`src/rtl/adc_ctrl_pkg.sv`:
```
// Shared column-ADC control types: FSM state encoding, registered control flags, default widths.
// Widths here are common to the column-latch and readout blocks that consume the gray bus.
package adc_ctrl_pkg;

  localparam int CNT_WIDTH_DEF    = 10;
  localparam int SETTLE_WIDTH_DEF = 8;

  typedef enum logic [2:0] {
    ST_IDLE   = 3'd0,
    ST_RRST   = 3'd1,
    ST_SETTLE = 3'd2,
    ST_RAMP   = 3'd3,
    ST_DONE   = 3'd4
  } state_e;

  typedef struct packed {
    logic busy;
    logic ramp_rst;
    logic ramp_en;
    logic done;
  } ctrl_flags_t;

endpackage

```
`src/rtl/bin2gray.sv`:
```
// Combinational binary-to-gray converter, zero latency; registering is left to the caller.
module bin2gray #(
  parameter int DATA_WIDTH = 10
) (
  input  logic [DATA_WIDTH-1:0] bin_i,
  output logic [DATA_WIDTH-1:0] gray_o
);

  assign gray_o = bin_i ^ (bin_i >> 1);

endmodule

```
`src/rtl/adc_gray_ramp_ctrl.sv`:
```
// Single-slope column-ADC conversion sequencer: ramp reset, settle, ramp with gray count, done.
// All outputs registered; gray bus lags the ramp counter by one cycle, so done_o meets the last code.
module adc_gray_ramp_ctrl
  import adc_ctrl_pkg::*;
#(
  parameter int CNT_WIDTH    = CNT_WIDTH_DEF,
  parameter int SETTLE_WIDTH = SETTLE_WIDTH_DEF
) (
  input  logic                    clk,
  input  logic                    rst,
  input  logic                    start_i,
  input  logic                    abort_i,
  input  logic [CNT_WIDTH-1:0]    ramp_len_i,
  input  logic [SETTLE_WIDTH-1:0] settle_cycles_i,
  output logic                    busy_o,
  output logic                    ramp_rst_o,
  output logic                    ramp_en_o,
  output logic [CNT_WIDTH-1:0]    gray_cnt_o,
  output logic                    cnt_valid_o,
  output logic                    done_o
);

  state_e                  state_q, state_d;
  logic [CNT_WIDTH-1:0]    cnt_q, cnt_d;
  logic [CNT_WIDTH-1:0]    ramp_len_q, ramp_len_d;
  logic [SETTLE_WIDTH-1:0] settle_q, settle_d;
  logic [SETTLE_WIDTH-1:0] settle_cfg_q, settle_cfg_d;
  logic [CNT_WIDTH-1:0]    gray_q, gray_d;
  logic [CNT_WIDTH-1:0]    gray_next;
  logic                    cnt_valid_q, cnt_valid_d;
  ctrl_flags_t             flags_q, flags_d;

  bin2gray #(
    .DATA_WIDTH (CNT_WIDTH)
  ) u_bin2gray (
    .bin_i  (cnt_q),
    .gray_o (gray_next)
  );

  always_comb begin
    state_d      = state_q;
    cnt_d        = cnt_q;
    settle_d     = settle_q;
    ramp_len_d   = ramp_len_q;
    settle_cfg_d = settle_cfg_q;

    case (state_q)
      ST_IDLE: begin
        if (start_i && !abort_i) begin
          ramp_len_d   = ramp_len_i;
          settle_cfg_d = settle_cycles_i;
          state_d      = ST_RRST;
        end
      end
      ST_RRST: begin
        settle_d = '0;
        cnt_d    = '0;
        state_d  = (settle_cfg_q == '0) ? ST_RAMP : ST_SETTLE;
      end
      ST_SETTLE: begin
        if (settle_q == settle_cfg_q - SETTLE_WIDTH'(1)) begin
          state_d = ST_RAMP;
        end else begin
          settle_d = settle_q + SETTLE_WIDTH'(1);
        end
      end
      ST_RAMP: begin
        // Terminal compare before increment keeps an all-ones ramp_len from wrapping.
        if (cnt_q == ramp_len_q) begin
          state_d = ST_DONE;
        end else begin
          cnt_d = cnt_q + CNT_WIDTH'(1);
        end
      end
      ST_DONE: begin
        state_d = ST_IDLE;
      end
      default: begin
        state_d = ST_IDLE;
      end
    endcase

    if (abort_i && (state_q != ST_IDLE)) begin
      state_d = ST_IDLE;
    end

    cnt_valid_d = (state_q == ST_RAMP) && !abort_i;
    gray_d      = cnt_valid_d ? gray_next : '0;

    // Flags decode the next state so they line up with state_q in the following cycle.
    flags_d          = '0;
    flags_d.busy     = (state_d != ST_IDLE);
    flags_d.ramp_rst = (state_d == ST_RRST);
    flags_d.ramp_en  = (state_d == ST_RAMP);
    flags_d.done     = (state_d == ST_DONE);
  end

  always_ff @(posedge clk) begin
    if (rst) begin
      state_q      <= ST_IDLE;
      cnt_q        <= '0;
      ramp_len_q   <= '0;
      settle_q     <= '0;
      settle_cfg_q <= '0;
      gray_q       <= '0;
      cnt_valid_q  <= 1'b0;
      flags_q      <= '0;
    end else begin
      state_q      <= state_d;
      cnt_q        <= cnt_d;
      ramp_len_q   <= ramp_len_d;
      settle_q     <= settle_d;
      settle_cfg_q <= settle_cfg_d;
      gray_q       <= gray_d;
      cnt_valid_q  <= cnt_valid_d;
      flags_q      <= flags_d;
    end
  end

  assign busy_o      = flags_q.busy;
  assign ramp_rst_o  = flags_q.ramp_rst;
  assign ramp_en_o   = flags_q.ramp_en;
  assign done_o      = flags_q.done;
  assign gray_cnt_o  = gray_q;
  assign cnt_valid_o = cnt_valid_q;

endmodule

```
`config.mk`:
```
export PLATFORM = sky130hd
export DESIGN_NAME = adc_gray_ramp_ctrl
export DESIGN_NICKNAME = d
export VERILOG_FILES = /design/src/rtl/adc_ctrl_pkg.sv /design/src/rtl/bin2gray.sv /design/src/rtl/adc_gray_ramp_ctrl.sv
export SDC_FILE = /design/constraint.sdc
export NUM_CORES = 1
export LEC_CHECK = 0
export ABC_CLOCK_PERIOD_IN_PS = 4700
export BUFFER_PORTS_ARGS = -buffer_cell sky130_fd_sc_hd__buf_2
export CAP_MARGIN = 20
export CORE_UTILIZATION = 30
export DETAILED_ROUTE_END_ITERATION = 6
export PLACE_DENSITY = 0.49
export SETUP_SLACK_MARGIN = 0.15
export SLEW_MARGIN = 20
export SYNTH_ARGS = -nofsm -noshare
export SYNTH_HDL_FRONTEND = slang
export SYNTH_HIERARCHICAL = 1
export SYNTH_SLANG_ARGS = --single-unit
```
`constraint.sdc`:
```
create_clock -name clk -period 4.7 [get_ports clk]
set_input_delay 0.47 -clock clk [delete_from_list [all_inputs] [get_ports clk]]
set_output_delay 0.47 -clock clk [all_outputs]
set_load 0.05 [all_outputs]
```
==> impl_metrics.env, run 1 <==
export IMPL_grt_ovfl_total=0
export IMPL_max_freq_mhz=393.0
export IMPL_final_hold_violation_count=0
export IMPL_synthDominantCellAreaShare_pct=40.87
export IMPL_launch_instance_of_the_worst_min_delay_path="ramp_len_i[1]"
export IMPL_number_of_global_route_vias_before_repair=1968
export IMPL_antenna_found_initial=0
export IMPL_worst_ir_drop_vdd_v=0.0001288
export IMPL_gr_max_usage_layer="met2"
export IMPL_detail_route_vias_per_cell=4.865
export IMPL_netlist_cell_type_count=49
export IMPL_detail_route_iter0_violations=110
export IMPL_seq_total_area_yosys_pct=40.87
export IMPL_die_h_um=95.90
export IMPL_grt_met2_usage_pct=21.37
export IMPL_utilization_of_the_core_after_routing_pct=35.75
export IMPL_setup_violations=0
export IMPL_cts_repair_resized=0
export IMPL_timing_rr_start="cnt_q[2]"
export IMPL_finClkSkew_ns=0.008359
export IMPL_mappedNetlistNets=329
export IMPL_tritoncts="built"
export IMPL_groute_layer_met3_usage_pct=2.370
export IMPL_timing_final_crit_share_pct=54.15
export IMPL_insertion_delay_ns=0.32
export IMPL_drcViolationCount=0
export IMPL_post_layout_total_power_w=0.0009299
export IMPL_arrival_worst_endpoint_ns=2.71
export IMPL_worst_path_max_fanout=8
export IMPL_cts_htree_levels=2
export IMPL_coreArea_um2=8382
export IMPL_rsz0062_at_grt="no"
export IMPL_hold_path_class="in -> reg"
export IMPL_yosys_warnings=6
export IMPL_final_period_minus_worst_setup_slack_ns=2.545
export IMPL_synth_area_mux_share_pct=4.352
export IMPL_wl_per_cell_um=12.91
export IMPL_reg2reg_setup_slack_ns=2.16
export IMPL_setup_worst_path_class="reg -> reg"
export IMPL_worst_slew_pin_slew_ns=0.7334
export IMPL_final_fill_count=903
export IMPL_grt_met1_usage_pct=18.73
export IMPL_synth_top_cells_by_area="dfxtp_1, xor2_1, nand2_1"
export IMPL_synth_enable_flop_cells=0
export IMPL_place_worst_setup_slack_ns=2.153
export IMPL_ctsHoldBuffers=0
export IMPL_vias=2121
export IMPL_synth_top_family_by_area="simple AND/OR/NAND/NOR gates"
export IMPL_grt_max_degree=37
export IMPL_finalWeightedCongestion=0.7945
export IMPL_timing_critical_path_from="cnt_q[2]"
export IMPL_synth_xor_area_share_pct=10.93
export IMPL_cts_sink_count=54
export IMPL_asyncSetResetFlopFracSynth_pct=0
export IMPL_number_of_placement_rows=33
export IMPL_postRouteWirelength_mm=5.630
export IMPL_place_port_buffers=36
export IMPL_clock_tree_buffer_depth=2
export IMPL_synthesis_instances=304
export IMPL_first_pass_iters=4
export IMPL_synthMostInstantiatedCell="nand2_1"
export IMPL_run_status="completed"
export IMPL_layout_nets=355
export IMPL_postSynth_topFlopCell="dfxtp_1"
export IMPL_numCtsBuffers=5
export IMPL_final_worst_slack_ns=2.155
export IMPL_required_ns=4.86
export IMPL_drv_max_cap_violation_count=0
export IMPL_ys_ff_latch=54
export IMPL_synth_fa_ha_area_share_pct=1.419
export IMPL_post_synth_most_frequent_cells="nand2_1, dfxtp_1, a21oi_1"
export IMPL_worst_setup_path_end_kind="flop"
export IMPL_cts_root_buf="clkbuf_8"
export IMPL_die_x_um=95.90
export IMPL_synth_simple_area_share_pct=25.26
export IMPL_start_kind="flop"
export IMPL_detailed_place_hpwl_mm=4.070
export IMPL_synth_compound_gate_area_share_pct=13.29
export IMPL_setup_tns_ns=0
export IMPL_syn_cell_area_um2=2645
export IMPL_cellPowerDensity_nw_per_um2=310.3
export IMPL_antenna_left=0
export IMPL_cts_clk_slew_worst_paths_ns=0.11
export IMPL_floorplan_initialDensity_pct=31.56
export IMPL_final_max_slew_viol_count=0
export IMPL_synthToLayoutAreaGrowth_pct=13.29
export IMPL_timing_slew_headroom_pct=50.66
export IMPL_synth_avg_cell_area_um2=8.701
export IMPL_synth_largest_area_cell="dfxtp_1"
export IMPL_grt_first_pass_wirelength_mm=9.625
export IMPL_pin_count=37
export IMPL_drive_gt1_share_pct=18.43
export IMPL_power_leakage_nw=1.251
export IMPL_cts_post_setup_buffers_inserted=0
export IMPL_fp_dieArea_um2=9196
export IMPL_antenna_cells=0
export IMPL_global_route_usage_total_pct=13.53
## report_power, final
part	total (W)	switching [W]	internal [W]
logic	0.000120	0.0000766	0.0000436
registers	0.000485	0.0000143	0.000470
clock network	0.000325	0.000163	0.000162
total	0.000930	0.000254	0.000676
## through the flow
stage                     hold WS (ns)  cells  area, um2
after floorplan                 0.4478    304       2645
after global placement          0.4585    428       2869
after detailed placement        0.4609    428       2869
after CTS                       0.3752    436       2985
after global routing            0.3695    436       2997
final                           0.3824    436       2997
## placed cells by master, fill, tap and decap left out, drive strengths merged, types with 2 or more instances in the layout
master   synthesis  routed
nand3            3       3
buf             10      37
nor3             5       5
clkbuf           8       5
inv              2       3
or3b             2       2
a21boi           2       2
o21ai            6       6
mux2i           10      10
a21oi           32      32
nor3b            3       3
nor2            17      17
ha               3       3
nor4             5       5
o2111ai          3       3
and4             3       3
nand2           57      57
nand4            5       5
o31ai            2       2
and2            11      11
or2              2       2
xor2            28      28
nand3b           2       2
dfxtp           54      54
or3              8       8
nand2b           2       2
xnor2            5       5
## cell type report
type                    instances  area, um2  share of cell area (%)
inverters                       2      7.507                  0.2505
well taps                     105      131.4                   4.384
repair buffers                 37      187.7                   6.263
multi-input cells             230       1473                   49.14
clock buffers                   5      68.82                   2.296
clock inverters                 3      47.55                   1.587
flip-flops and latches         54       1081                   36.08
## cells by family (layout without fill, tap and decap cells)
family          count (synthesis)  count (layout)
simple gates                  130             130
flops                          54              54
compound gates                 53              53
xor+xnor                       33              33
buf+inv                        20              47
mux                            11              11
fa+ha+maj                       3               3
## path summary, 6_finish.rpt
check | depth (start not counted) | end
max reg2reg | 5 | ramp_en_o
min reg2reg | 2 | ramp_len_q[6]
min | 3 | ramp_len_q[1]
max | 5 | ramp_en_o
## layer usage
| layer | up-vias | wire length (um) |
|---|---|---|
| met2 | 35 | 2372 |
| li1 | 1102 | - |
| met1 | 978 | 2995 |
| met4 | 0 | 67 |
| met5 | - | 0 |
| met3 | 6 | 195 |
## worst max-delay path, stage by stage (launching register included)
cell and delay [ns]:
dfxtp_1 0.59, xor2_1 0.12, nor4_1 0.66, a31oi_4 0.25, a311oi_1 0.59, a21boi_0 0.19
## sequential cells by signal, summed over array words and instances (netlist names)
signal,flops
ramp_len_q,10
cnt_valid_o,1
ramp_rst_o,1
settle_q,8
state_q,3
settle_cfg_q,8
ramp_en_o,1
busy_o,1
done_o,1
cnt_q,10
gray_cnt_o,10
No activity file was read; power rests on OpenSTA's default activity.
==> run 2, diff against run 1 <==
--- a/config.mk
+++ b/config.mk
@@ -5,12 +5,12 @@
 export SDC_FILE = /design/constraint.sdc
 export NUM_CORES = 1
 export LEC_CHECK = 0
-export ABC_CLOCK_PERIOD_IN_PS = 4700
+export ABC_CLOCK_PERIOD_IN_PS = 2100
 export BUFFER_PORTS_ARGS = -buffer_cell sky130_fd_sc_hd__buf_2
 export CAP_MARGIN = 20
 export CORE_UTILIZATION = 30
 export DETAILED_ROUTE_END_ITERATION = 6
-export PLACE_DENSITY = 0.49
+export PLACE_DENSITY = 0.51
 export SETUP_SLACK_MARGIN = 0.15
 export SLEW_MARGIN = 20
 export SYNTH_ARGS = -nofsm -noshare
==> constraint.sdc (replaced) <==
create_clock -name clk -period 2.1 [get_ports clk]
set_input_delay 0.21 -clock clk [delete_from_list [all_inputs] [get_ports clk]]
set_output_delay 0.21 -clock clk [all_outputs]
set_load 0.05 [all_outputs]
==> impl_metrics.env, run 2 (same netlist as run 1, synthesis figures left out) <==
export IMPL_vias=2251
export IMPL_pin_count=37
export IMPL_place_worst_setup_slack_ns=0.08138
export IMPL_floorplan_initialDensity_pct=31.56
export IMPL_worst_setup_path_end_kind="flop"
export IMPL_comb_power_share_pct=18.6
export IMPL_fp_dieArea_um2=9196
export IMPL_number_of_global_route_vias_before_repair=2123
export IMPL_worst_slew_pin_slew_ns=0.6545
export IMPL_die_h_um=95.90
export IMPL_detail_route_vias_per_cell=4.769
export IMPL_multi_input_area_um2=1574
export IMPL_power_switching_w=0.0005867
export IMPL_clock_tree_buffer_depth=2
export IMPL_intPower_w=0.001460
export IMPL_dpl_cell_area_um2=3049
export IMPL_timing_final_crit_share_pct=92.43
export IMPL_synthToLayoutAreaGrowth_pct=27.86
export IMPL_place_port_buffers=36
export IMPL_finalWeightedCongestion=0.8456
export IMPL_required_ns=2.30
export IMPL_coreArea_um2=8382
export IMPL_setup_worst_path_class="reg -> reg"
export IMPL_layout_nets=391
export IMPL_sequentialPowerShare_pct=52.8
export IMPL_final_period_minus_worst_setup_slack_ns=1.941
export IMPL_clock_power_share_pct=28.6
export IMPL_worst_path_max_fanout=7
export IMPL_drv_max_cap_violation_count=0
export IMPL_antenna_cells=0
export IMPL_layout_commonest_cell="nand2_1"
export IMPL_utilization_of_the_core_after_routing_pct=40.35
export IMPL_finClkSkew_ns=0.007164
export IMPL_cts_clk_slew_worst_paths_ns=0.10
export IMPL_start_kind="flop"
export IMPL_timing_slew_headroom_pct=56.21
export IMPL_cellPowerDensity_nw_per_um2=605.2
export IMPL_rsz0062_at_grt="yes"
export IMPL_grt_first_pass_wirelength_mm=10.21
export IMPL_number_of_placement_rows=33
export IMPL_global_route_usage_total_pct=14.35
export IMPL_run_status="completed"
export IMPL_drcViolationCount=0
export IMPL_final_area_um2=3382
export IMPL_cts_root_buf="clkbuf_8"
export IMPL_setup_tns_ns=0
export IMPL_first_pass_iters=4
export IMPL_p_sw_share_pct=28.66
export IMPL_numCtsBuffers=5
export IMPL_drive_gt1_share_pct=33.79
export IMPL_tritoncts="built"
export IMPL_grt_max_degree=36
export IMPL_seq_area_um2=1100
export IMPL_die_x_um=95.90
export IMPL_arrival_worst_endpoint_ns=2.14
export IMPL_layout_cells_most_common_list="nand2_1, dfxtp_1, buf_2"
export IMPL_detailed_place_hpwl_mm=4.416
export IMPL_hold_path_class="in -> reg"
export IMPL_final_max_slew_viol_count=0
export IMPL_worst_ir_drop_vdd_v=0.0002740
export IMPL_final_fill_count=874
export IMPL_antenna_left=0
export IMPL_postRouteWirelength_mm=6.279
export IMPL_final_hold_violation_count=0
export IMPL_cts_sink_count=54
export IMPL_wl_per_cell_um=13.30
export IMPL_antenna_found_initial=0
export IMPL_final_worst_slack_ns=0.1590
export IMPL_setup_violations=0
export IMPL_grt_ovfl_total=0
export IMPL_cts_htree_levels=2
export IMPL_insertion_delay_ns=0.31
export IMPL_power_leakage_nw=1.451
export IMPL_detail_route_iter0_violations=132
export IMPL_max_freq_mhz=515.2
[run 2: changes by cell type in the layout (fill, tap and decap cells not counted), moves of 4 or more]
| cell | delta |
|---|---|
| a21oi_1 | -6 |
| dfxtp_2 | +9 |
| dfxtp_1 | -11 |
| buf_4 | +33 |
| a21oi_2 | +4 |
[run 2: worst paths after layout]
check / start / endpoint / slack [ns] / depth (start not counted)
min: settle_cycles_i[3] / settle_cfg_q[3] / 0.12 / 3
min reg2reg: ramp_len_q[7] / ramp_len_q[7] / 0.47 / 2
max reg2reg: settle_cfg_q[3] / settle_q[5] / 0.16 / 8
max: settle_cfg_q[3] / settle_q[5] / 0.16 / 8
[run 2: timing repair]
action,in CTS,in global routing
setup buffers,9,5
pin swaps,8,6
resized for setup,10,27
hold buffers,0,0
setup endpoints to repair,10,33
[run 2: area by class of cell]
type,instances,share of cell area (%)
Clock buffer,6,2.146
Clock inverter,2,0.4070
Inverter,2,0.3700
Multi-Input combinational cell,230,46.54
Sequential cell,54,32.52
Tap cell,105,3.885
Timing Repair Buffer,73,14.13
[run 2: stage by stage]
stage | total power [W] | cells | hold slack [ns]
after floorplan | 0.001318 | 304 | 0.3384
after global placement | 0.001413 | 450 | 0.4545
final | 0.002047 | 472 | 0.1250
after detailed placement | 0.001416 | 450 | 0.4556
after CTS | 0.002028 | 467 | 0.1194
after global routing | 0.002141 | 472 | 0.1176
[run 2: power groups by stage]
stage               clock network, W  logic [W]  registers (W)
floorplan                          0   0.000205        0.00111
global placement                   0   0.000311        0.00110
detailed placement                 0   0.000312        0.00110
CTS                         0.000603   0.000349        0.00108
global route                0.000639   0.000417        0.00109
finish                      0.000586   0.000380        0.00108
[run 2: metal layers]
layer | wire length (um) | GRT usage, % | vias up
met1 | 3220 | 20.03 | 1020
met3 | 271 | 2.133 | 6
met5 | 0 | 0 | -
met4 | 95 | 4.851 | 0
met2 | 2691 | 22.50 | 54
li1 | - | - | 1171
[run 2: worst max-delay path: stages, from the launching register on]
cell and delay, ns:
dfxtp_2 0.34, buf_4 0.15, xor2_1 0.16, xnor2_1 0.17, nand4_1 0.17, a2111oi_4 0.40, buf_6 0.21, a21oi_1 0.10
mux2i_1 0.12
==> run 3, diff against run 2 <==
--- a/config.mk
+++ b/config.mk
@@ -15,5 +15,4 @@
 export SLEW_MARGIN = 20
 export SYNTH_ARGS = -nofsm -noshare
 export SYNTH_HDL_FRONTEND = slang
-export SYNTH_HIERARCHICAL = 1
 export SYNTH_SLANG_ARGS = --single-unit
==> impl_metrics.env, run 3 <==
export IMPL_run_status="completed"
export IMPL_synth_largest_area_cell="dfxtp_1"
export IMPL_start_kind="flop"
export IMPL_final_period_minus_worst_setup_slack_ns=2.023
export IMPL_place_port_buffers=36
export IMPL_cts_sink_count=54
export IMPL_final_hold_violation_count=0
export IMPL_setup_worst_path_class="reg -> reg"
export IMPL_layout_nets=378
export IMPL_layout_cells_most_common_list="nand2_1, dfxtp_1, buf_2"
export IMPL_worst_ir_drop_vdd_v=0.0002623
export IMPL_layout_commonest_cell="nand2_1"
export IMPL_comb_power_share_pct=14.0
export IMPL_antenna_found_initial=0
export IMPL_synth_top_cells_by_area="dfxtp_1, nand2_1, xnor2_1"
export IMPL_timing_final_crit_share_pct=96.34
export IMPL_synth_avg_cell_area_um2=8.532
export IMPL_synthToLayoutAreaGrowth_pct=22.54
export IMPL_mappedNetlistNets=330
export IMPL_fp_dieArea_um2=8847
export IMPL_asyncSetResetFlopFracSynth_pct=0
export IMPL_drv_max_cap_violation_count=0
export IMPL_arrival_worst_endpoint_ns=2.28
export IMPL_timing_slew_headroom_pct=72.57
export IMPL_postRouteWirelength_mm=6.136
export IMPL_final_fill_count=850
export IMPL_tritoncts="built"
export IMPL_numCtsBuffers=5
export IMPL_synthDominantCellAreaShare_pct=42.52
export IMPL_max_freq_mhz=494.3
export IMPL_synth_enable_flop_cells=0
export IMPL_grt_ovfl_total=0
export IMPL_p_sw_share_pct=26.93
export IMPL_finClkSkew_ns=0.01278
export IMPL_clock_tree_buffer_depth=2
export IMPL_ys_ff_latch=54
export IMPL_insertion_delay_ns=0.31
export IMPL_grt_first_pass_wirelength_mm=10.29
export IMPL_antenna_left=0
export IMPL_worst_path_max_fanout=6
export IMPL_finalHoldWorstSlack_ns=0.1219
export IMPL_final_worst_slack_ns=0.07691
export IMPL_detailed_place_hpwl_mm=4.374
export IMPL_syn_cell_area_um2=2542
export IMPL_die_h_um=94.06
export IMPL_detail_route_iter0_violations=107
export IMPL_cts_htree_levels=2
export IMPL_cts_root_buf="clkbuf_8"
export IMPL_postSynth_topFlopCell="dfxtp_1"
export IMPL_cts_clk_slew_worst_paths_ns=0.11
export IMPL_post_synth_most_frequent_cells="dfxtp_1, nand2_1, a21oi_1"
export IMPL_cellPowerDensity_nw_per_um2=634.5
export IMPL_power_leakage_nw=1.239
export IMPL_intPower_w=0.001444
export IMPL_pin_count=37
export IMPL_final_max_slew_viol_count=0
export IMPL_yosys_warnings=0
export IMPL_wl_per_cell_um=13.58
export IMPL_sequentialPowerShare_pct=54.2
export IMPL_antenna_cells=0
export IMPL_hold_path_class="in -> reg"
export IMPL_finalWeightedCongestion=0.8403
export IMPL_multi_input_area_um2=1445
export IMPL_drive_gt1_share_pct=25.36
export IMPL_vias=2211
export IMPL_number_of_global_route_vias_before_repair=2150
export IMPL_floorplan_initialDensity_pct=30.94
export IMPL_setup_violations=0
export IMPL_die_x_um=94.06
export IMPL_detail_route_vias_per_cell=4.892
export IMPL_netlist_cell_type_count=51
export IMPL_synthesis_instances=298
export IMPL_required_ns=2.35
export IMPL_coreArea_um2=8217
export IMPL_post_layout_total_power_w=0.001977
export IMPL_global_route_usage_total_pct=14.86
export IMPL_clock_power_share_pct=31.8
export IMPL_worst_slew_pin_slew_ns=0.4057
export IMPL_grt_max_degree=30
export IMPL_seq_total_area_yosys_pct=42.52
export IMPL_ctsHoldBuffers=0
export IMPL_rsz0062_at_grt="yes"
export IMPL_power_switching_w=0.0005324
export IMPL_first_pass_iters=4
export IMPL_place_worst_setup_slack_ns=0.04220
export IMPL_drcViolationCount=0
export IMPL_worst_setup_path_end_kind="flop"
export IMPL_seq_area_um2=1087
export IMPL_number_of_placement_rows=33
export IMPL_setup_tns_ns=0
## run 3: cell count changes after synthesis, moves of 4 or more
cell,previous run,this run
clkbuf_1,7,11
ha_1,3,10
mux2i_1,10,1
nor3_1,5,10
o21ai_1,0,7
or3_1,8,3
xnor2_1,5,18
xor2_1,28,5
## run 3: path summary, 6_finish.rpt
kind	cells after the start	startpoint	slack, ns	endpoint
max reg2reg	7	settle_cfg_q[3]	0.08	settle_q[0]
max	7	settle_cfg_q[3]	0.08	settle_q[0]
min reg2reg	2	ramp_len_q[5]	0.47	ramp_len_q[5]
min	3	settle_cycles_i[3]	0.12	settle_cfg_q[3]
## run 3: worst max-delay path, stage by stage (launching register included)
cell and delay (ns):
dfxtp_2 0.38, nor4_4 0.39, a21oi_1 0.12, o21ai_1 0.22, a211oi_4 0.12, buf_4 0.17
or4b_1 0.47, o21ai_1 0.08
## run 3: routing by layer
metal	track usage, %	share of wire, %	routed length, um
met1	18.26	46	2797
met2	26.34	50	3053
met3	2.670	3.1	193
met4	4.103	1.5	91
met5	0	0	0
## run 3: power groups by stage
| stage | registers, W | logic (W) | clock network [W] |
|---|---|---|---|
| after detailed placement | 0.00110 | 0.000243 | 0 |
| final | 0.00107 | 0.000277 | 0.000628 |
| after floorplan | 0.00110 | 0.000157 | 0 |
| after global placement | 0.00110 | 0.000242 | 0 |
| after global routing | 0.00108 | 0.000306 | 0.000698 |
| after CTS | 0.00107 | 0.000268 | 0.000659 |
## run 3: area by class of cell
class,count,area share (%)
Clock buffer,6,2.651
Clock inverter,2,0.5221
Inverter,5,0.6024
Multi-Input combinational cell,224,46.39
Sequential cell,54,34.90
Tap cell,105,4.217
Timing Repair Buffer,56,10.72
## run 3: cells by family after synthesis
family	share of synthesized area, %
simple gates	26.48
buf+inv	3.396
xor+xnor	7.923
compound gates	14.37
fa+ha+maj	4.921
flops	42.52
mux	0.3937
## run 3: what timing repair did
action | CTS | global route
endpoints found under the setup margin | 10 | 10
gates resized for setup | 9 | 4
setup buffers | 4 | 2
pin swaps | 5 | 3
## run 3: per-stage QoR
step | util, % | area [um2] | cells
final | 37.92 | 3115 | 452
after global placement | 35.51 | 2918 | 438
after detailed placement | 35.51 | 2918 | 438
after global routing | 37.92 | 3115 | 452
after floorplan | - | 2584 | 298
after CTS | 37.57 | 3087 | 450
